==> src/rtl/updown_counter_reg_if.sv <==
// Control and status bundle of the loadable up/down counter.
// The counter takes the slave side; whatever drives and observes it takes the master side.
interface updown_counter_reg_if #(
    parameter int WIDTH = 4
);
    logic             load;
    logic [WIDTH-1:0] d;
    logic             en;
    logic             mode;
    logic [WIDTH-1:0] q;
    logic             carry;
    logic             tc;
    logic             zero;

    modport slave (
        input  load, d, en, mode,
        output q, carry, tc, zero
    );

    modport master (
        output load, d, en, mode,
        input  q, carry, tc, zero
    );
endinterface

==> src/rtl/updown_counter_reg.sv <==
// Registered up/down counter with a synchronous parallel load.
// Bound events (overflow when counting up, borrow when counting down) give a
// one-cycle registered carry pulse, which lets counters be cascaded.
// When SATURATE is 0 the count wraps at the bounds. When SATURATE is 1 the
// count holds at the bound, and carry is raised again on every enabled cycle.
module updown_counter_reg #(
    parameter int WIDTH    = 4,
    parameter bit SATURATE = 1'b0
) (
    input  logic                 i_clock,
    input  logic                 i_reset,
    updown_counter_reg_if.slave  bus
);
    localparam logic [WIDTH-1:0] MAX_VAL = '1;
    localparam logic [WIDTH-1:0] MIN_VAL = '0;

    logic [WIDTH-1:0] r_q;
    logic             r_carry;

    logic             w_at_max;
    logic             w_at_min;
    logic [WIDTH-1:0] w_up_bound_q;
    logic [WIDTH-1:0] w_down_bound_q;
    logic [WIDTH-1:0] w_q_next;
    logic             w_carry_next;

    assign w_at_max = (r_q == MAX_VAL);
    assign w_at_min = (r_q == MIN_VAL);

    // Value taken when a step crosses a bound: wrap to the opposite end, or stay put.
    generate
        if (SATURATE) begin : g_saturate
            assign w_up_bound_q   = MAX_VAL;
            assign w_down_bound_q = MIN_VAL;
        end else begin : g_wrap
            assign w_up_bound_q   = MIN_VAL;
            assign w_down_bound_q = MAX_VAL;
        end
    endgenerate

    // Next count and carry, with Load ahead of En. Reset is handled in the register.
    always_comb begin
        w_q_next     = r_q;
        w_carry_next = 1'b0;
        if (bus.load) begin
            w_q_next = bus.d;
        end else if (bus.en) begin
            if (!bus.mode) begin
                if (w_at_max) begin
                    w_q_next     = w_up_bound_q;
                    w_carry_next = 1'b1;
                end else begin
                    w_q_next = r_q + WIDTH'(1);
                end
            end else begin
                if (w_at_min) begin
                    w_q_next     = w_down_bound_q;
                    w_carry_next = 1'b1;
                end else begin
                    w_q_next = r_q - WIDTH'(1);
                end
            end
        end
    end

    // Count and carry registers. A reset in a counting cycle discards that step.
    always_ff @(posedge i_clock) begin
        if (i_reset) begin
            r_q     <= '0;
            r_carry <= 1'b0;
        end else begin
            r_q     <= w_q_next;
            r_carry <= w_carry_next;
        end
    end

    assign bus.q     = r_q;
    assign bus.carry = r_carry;
    // Terminal count looks one step ahead: high in the cycle before carry rises.
    assign bus.tc    = (!bus.mode && w_at_max) || (bus.mode && w_at_min);
    assign bus.zero  = w_at_min;
endmodule

==> src/flat_wrapper.sv <==
// flat-port wrapper written by rule: the top's interface ports become plain ports
module updown_counter_reg_flat 
#(
    parameter int WIDTH    = 4,
    parameter bit SATURATE = 1'b0
)
  (i_clock, i_reset, bus_load, bus_d, bus_en, bus_mode, bus_q, bus_carry, bus_tc, bus_zero);
  updown_counter_reg_if #(.WIDTH(WIDTH)) bus_i ();
  input  logic i_clock;
  input  logic i_reset;
  input wire logic [$bits(bus_i.load)-1:0] bus_load;
  input wire logic [$bits(bus_i.d)-1:0] bus_d;
  input wire logic [$bits(bus_i.en)-1:0] bus_en;
  input wire logic [$bits(bus_i.mode)-1:0] bus_mode;
  output wire logic [$bits(bus_i.q)-1:0] bus_q;
  output wire logic [$bits(bus_i.carry)-1:0] bus_carry;
  output wire logic [$bits(bus_i.tc)-1:0] bus_tc;
  output wire logic [$bits(bus_i.zero)-1:0] bus_zero;
  assign bus_i.load = bus_load;
  assign bus_i.d = bus_d;
  assign bus_i.en = bus_en;
  assign bus_i.mode = bus_mode;
  assign bus_q = bus_i.q;
  assign bus_carry = bus_i.carry;
  assign bus_tc = bus_i.tc;
  assign bus_zero = bus_i.zero;
  updown_counter_reg #(.WIDTH(WIDTH), .SATURATE(SATURATE)) u_core (.i_clock(i_clock), .i_reset(i_reset), .bus(bus_i));
endmodule
==> config.mk <==
export PLATFORM = sky130hd
export DESIGN_NAME = updown_counter_reg_flat
export DESIGN_NICKNAME = d
export VERILOG_FILES = /design/src/rtl/updown_counter_reg_if.sv /design/src/rtl/updown_counter_reg.sv /design/src/flat_wrapper.sv
export SDC_FILE = /design/constraint.sdc
export NUM_CORES = 1
export LEC_CHECK = 0
export ABC_AREA = 0
export CAP_MARGIN = 10
export CORE_AREA = 2 2 39 41
export DETAILED_ROUTE_END_ITERATION = 7
export DIE_AREA = 0 0 41 43
export PLACE_DENSITY_LB_ADDON = 0.12
export SLEW_MARGIN = 25
export SYNTH_ARGS = -nofsm -noshare
export SYNTH_HDL_FRONTEND = slang
export SYNTH_SLANG_ARGS = --single-unit
==> constraint.sdc <==
create_clock -name i_clock -period 2.7 [get_ports i_clock]
set_input_delay 0.405 -clock i_clock [delete_from_list [all_inputs] [get_ports i_clock]]
set_output_delay 0.405 -clock i_clock [all_outputs]
set_load 0.01 [all_outputs]
==> insert_results.sql <==
INSERT INTO impl_metrics (metric_group, metric, value, unit) VALUES
('outcome', 'outcome', 'finished clean', ''),
('final_layout', 'synthToLayoutAreaGrowth', '46.0', '%'),
('synthesis', 'post_syn_area_per_cell', '8.21', 'sq um'),
('drt', 'detail_route.iter0.violations', '3', ''),
('synthesis', 'synth_sequential_area_ratio', '25.4', '%'),
('clocking', 'path_clk_slew', '0.04', 'ns'),
('drt', 'finalWirelength', '1020', 'um'),
('clocking', 'clk-insertion-delay-late', '0.24', 'ns'),
('critical_path', 'worst_ep_arrival_time', '1.89', 'ns'),
('final_layout', 'final_common_cell', 'sky130_fd_sc_hd__clkdlybuf4s50_1', ''),
('synthesis', 'post_synth_fa_ha_maj_area_fraction', '6.35', '%'),
('critical_path', 'worst-path-buf-inv', '2', ''),
('global_routing', 'grt_pass1_vias', '394', ''),
('synthesis', 'synth-seq-cells', '5', ''),
('clocking', 'cts_buf_count', '3', ''),
('final_layout', 'layout_common_cells', 'sky130_fd_sc_hd__clkdlybuf4s50_1 (15), sky130_fd_sc_hd__inv_1 (7), sky130_fd_sc_hd__nand2_1 (5), sky130_fd_sc_hd__dfxtp_1 (5)', ''),
('min_path', 'timing.hold.worst.class', 'register to register', ''),
('place', 'finalWeightedCongestion', '0.759', ''),
('final_layout', 'antenna-diode-count', '0', ''),
('final_layout', 'fin_cells', '81', ''),
('power', 'comb_power_share', '30.1', '%'),
('die', 'fp.dieArea', '1760', 'sq um'),
('timing', 'count_of_final_hold_check_violations', '0', ''),
('power', 'static-leakage-power', '0.000242', 'uW'),
('timing', 'post-route-min-period', '2.30', 'ns'),
('die', 'floorplan.io_pins', '16', ''),
('power', 'cellInternalPower', '180', 'uW'),
('synthesis', 'yosys.area_share.xor_xnor', '2.22', '%'),
('power', 'p_sw_share', '27.8', '%'),
('die', 'die-height', '43', 'um'),
('die', 'dieWidth', '41', 'um'),
('timing', 'setup_tns', '0', 'ns'),
('critical_path', 'critPathLaunchType', 'register', ''),
('global_routing', 'first_pass_grt_wire_length', '1660', 'um'),
('clocking', 'cts_htree_levels', '1', ''),
('final_layout', 'regArea', '100', 'sq um'),
('timing', 'achievable-frequency', '0.435', 'GHz'),
('critical_path', 'crit_type', 'register to output port', ''),
('clocking', 'postCtsResizedCells', '0', ''),
('critical_path', 'cp_common_cell', 'sky130_fd_sc_hd__nand2_1', ''),
('synthesis', 'yosys.cell_types.count', '28', ''),
('drt', 'route.detailed.drc', '0', ''),
('die', 'initial_utilization', '28.5', '%'),
('power', 'power_density', '434', 'nW/um^2'),
('drt', 'ant_nets', '0', ''),
('final_layout', 'filler_cell_count', '148', ''),
('synthesis', 'post_synth_mux_area_share', '3.81', '%'),
('timing', 'drv_slew', '0', ''),
('timing', 'grt_setup_unrepaired', 'no', ''),
('critical_path', 'timing.critical_path.required', '2.30', 'ns'),
('critical_path', 'cp-endpoint', 'bus_tc', ''),
('drt', 'drt-vias-per-instance', '5.01', ''),
('final_layout', 'final_nets', '77', ''),
('global_routing', 'grt_antenna_before_repair', '0', ''),
('global_routing', 'overflow_left_after_global_routing', '0', ''),
('timing', 'worst-slew-pin-transition', '0.344', 'ns'),
('critical_path', 'timing.critical_path.fanout_max', '7', ''),
('place', 'dpl.hpwl', '777', 'um'),
('critical_path', 'path_delay_family', 'buffers and inverters', ''),
('synthesis', 'postSynthCellCount', '48', ''),
('synthesis', 'mappedNetlistNets', '59', ''),
('final_layout', 'finalCoreUtilization', '41.6', '%'),
('power', 'switching_power', '69.4', 'uW'),
('critical_path', 'crit_chain', 'inv_1 > ha_1 > nor3b_1 > nand2_1 > nand2_1 > clkdlybuf4s50_1', ''),
('critical_path', 'cp-end-kind', 'output port', ''),
('global_routing', 'gr-usage-all-layers', '13.9', '%'),
('synthesis', 'post_synth_and_or_nand_nor_area_fraction', '24.4', '%'),
('synthesis', 'largest_family_of_logic_cells_by_synthesized_area', 'compound AO/OA/AOI/OAI gates', ''),
('power', 'vdd_drop_max', '0.167', 'mV'),
('job', 'max_cap_violation_count', '0', ''),
('die', 'core.rowCount', '14', '');
## logic make-up (layout without fill, tap and decap cells)
| logic type | Yosys count | after routing |
|---|---|---|
| AO/OA/AOI/OAI | 14 | 14 |
| multiplexers | 1 | 1 |
| flip-flops | 5 | 5 |
| adder cells (fa/ha/maj) | 2 | 2 |
| AND/OR/NAND/NOR | 16 | 16 |
| buffers and inverters | 9 | 26 |
| XOR/XNOR | 1 | 1 |
## worst reg2reg max path, stage by stage (launching register included)
cell and delay [ns]:
sky130_fd_sc_hd__dfxtp_1 0.46, sky130_fd_sc_hd__inv_1 0.11, sky130_fd_sc_hd__ha_1 0.24, sky130_fd_sc_hd__mux2_4 0.27, sky130_fd_sc_hd__and3_1 0.16, sky130_fd_sc_hd__or3_1 0.34
## final cells by class
cell class / instances / area share, %
Clock buffer: 4 / 4.57
Inverter: 7 / 4.57
Multi-Input combinational cell: 34 / 43.9
Sequential cell: 5 / 17.4
Tap cell: 16 / 3.48
Timing Repair Buffer: 15 / 26.1
## power by group through the flow
stage / registers [uW] / logic, uW / clock network [uW]
global route: 91.5 / 83.8 / 95.0
CTS: 90.2 / 76.2 / 89.4
detailed placement: 91.7 / 75.6 / 0
finish: 90.3 / 75.3 / 84.2
floorplan: 91.1 / 38.6 / 0
global placement: 91.4 / 76.4 / 0
## worst min path at each step
stage | from | to | slack, ns | cells after the start
5_1_grt | u_core.bus.q[0] | u_core.bus.q[0] | 0.69 | 2
2_1_floorplan | i_reset | u_core.bus.q[1] | 0.47 | 1
4_1_cts | u_core.bus.q[0] | u_core.bus.q[0] | 0.67 | 2
6_report | u_core.bus.q[0] | u_core.bus.q[0] | 0.67 | 2
3_3_place_gp | u_core.bus.q[0] | u_core.bus.q[0] | 0.66 | 2
3_5_place_dp | u_core.bus.q[0] | u_core.bus.q[0] | 0.66 | 2
## synthesized netlist by cell type
library cell                n  area share (%)
sky130_fd_sc_hd__or3_1      1             1.6
sky130_fd_sc_hd__inv_1      7             6.7
sky130_fd_sc_hd__clkbuf_1   1            0.95
sky130_fd_sc_hd__a2111oi_0  1             2.2
sky130_fd_sc_hd__nor2_1     2             1.9
sky130_fd_sc_hd__buf_6      1             2.9
sky130_fd_sc_hd__nor3b_1    2             3.8
sky130_fd_sc_hd__nand2_1    5             4.8
sky130_fd_sc_hd__nor3_1     1             1.3
sky130_fd_sc_hd__a221oi_1   2             4.4
sky130_fd_sc_hd__o32ai_1    1             2.2
sky130_fd_sc_hd__o41ai_1    1             2.2
sky130_fd_sc_hd__and4bb_2   1             3.2
sky130_fd_sc_hd__a21boi_0   1             1.9
sky130_fd_sc_hd__mux2_4     1             3.8
sky130_fd_sc_hd__dfxtp_1    5              25
sky130_fd_sc_hd__and3_1     1             1.6
sky130_fd_sc_hd__and2_1     1             1.6
sky130_fd_sc_hd__a21o_1     1             1.9
sky130_fd_sc_hd__a21oi_1    3             3.8
sky130_fd_sc_hd__ha_1       2             6.3
sky130_fd_sc_hd__nand4b_1   1             2.2
sky130_fd_sc_hd__xnor2_1    1             2.2
sky130_fd_sc_hd__o211ai_1   1             1.9
sky130_fd_sc_hd__o21bai_1   1             1.9
sky130_fd_sc_hd__nor4bb_1   1             2.5
sky130_fd_sc_hd__o311a_1    1             2.5
sky130_fd_sc_hd__a211o_1    1             2.2
## metrics by stage
step / cell area, sq um / power [uW] / setup WS, ns / hold slack (ns)
after global routing: 576 / 270 / 0.237 / 0.687
final: 576 / 250 / 0.403 / 0.666
after CTS: 576 / 256 / 0.344 / 0.673
after detailed placement: 549 / 167 / 0.454 / 0.664
after global placement: 549 / 168 / 0.462 / 0.660
after floorplan: 394 / 130 / 1.05 / 0.474
## layer usage
layer	global-route usage, %	routed length [um]
met1	17.4	475
met2	19.7	457
met3	5.24	75
met4	7.33	8
met5	0	0
## sequential cells by signal, indices dropped and copies added (netlist names)
signal / count
u_core.bus.carry: 1
u_core.bus.q: 4
Note: power is estimated with default switching activity, not from simulation.
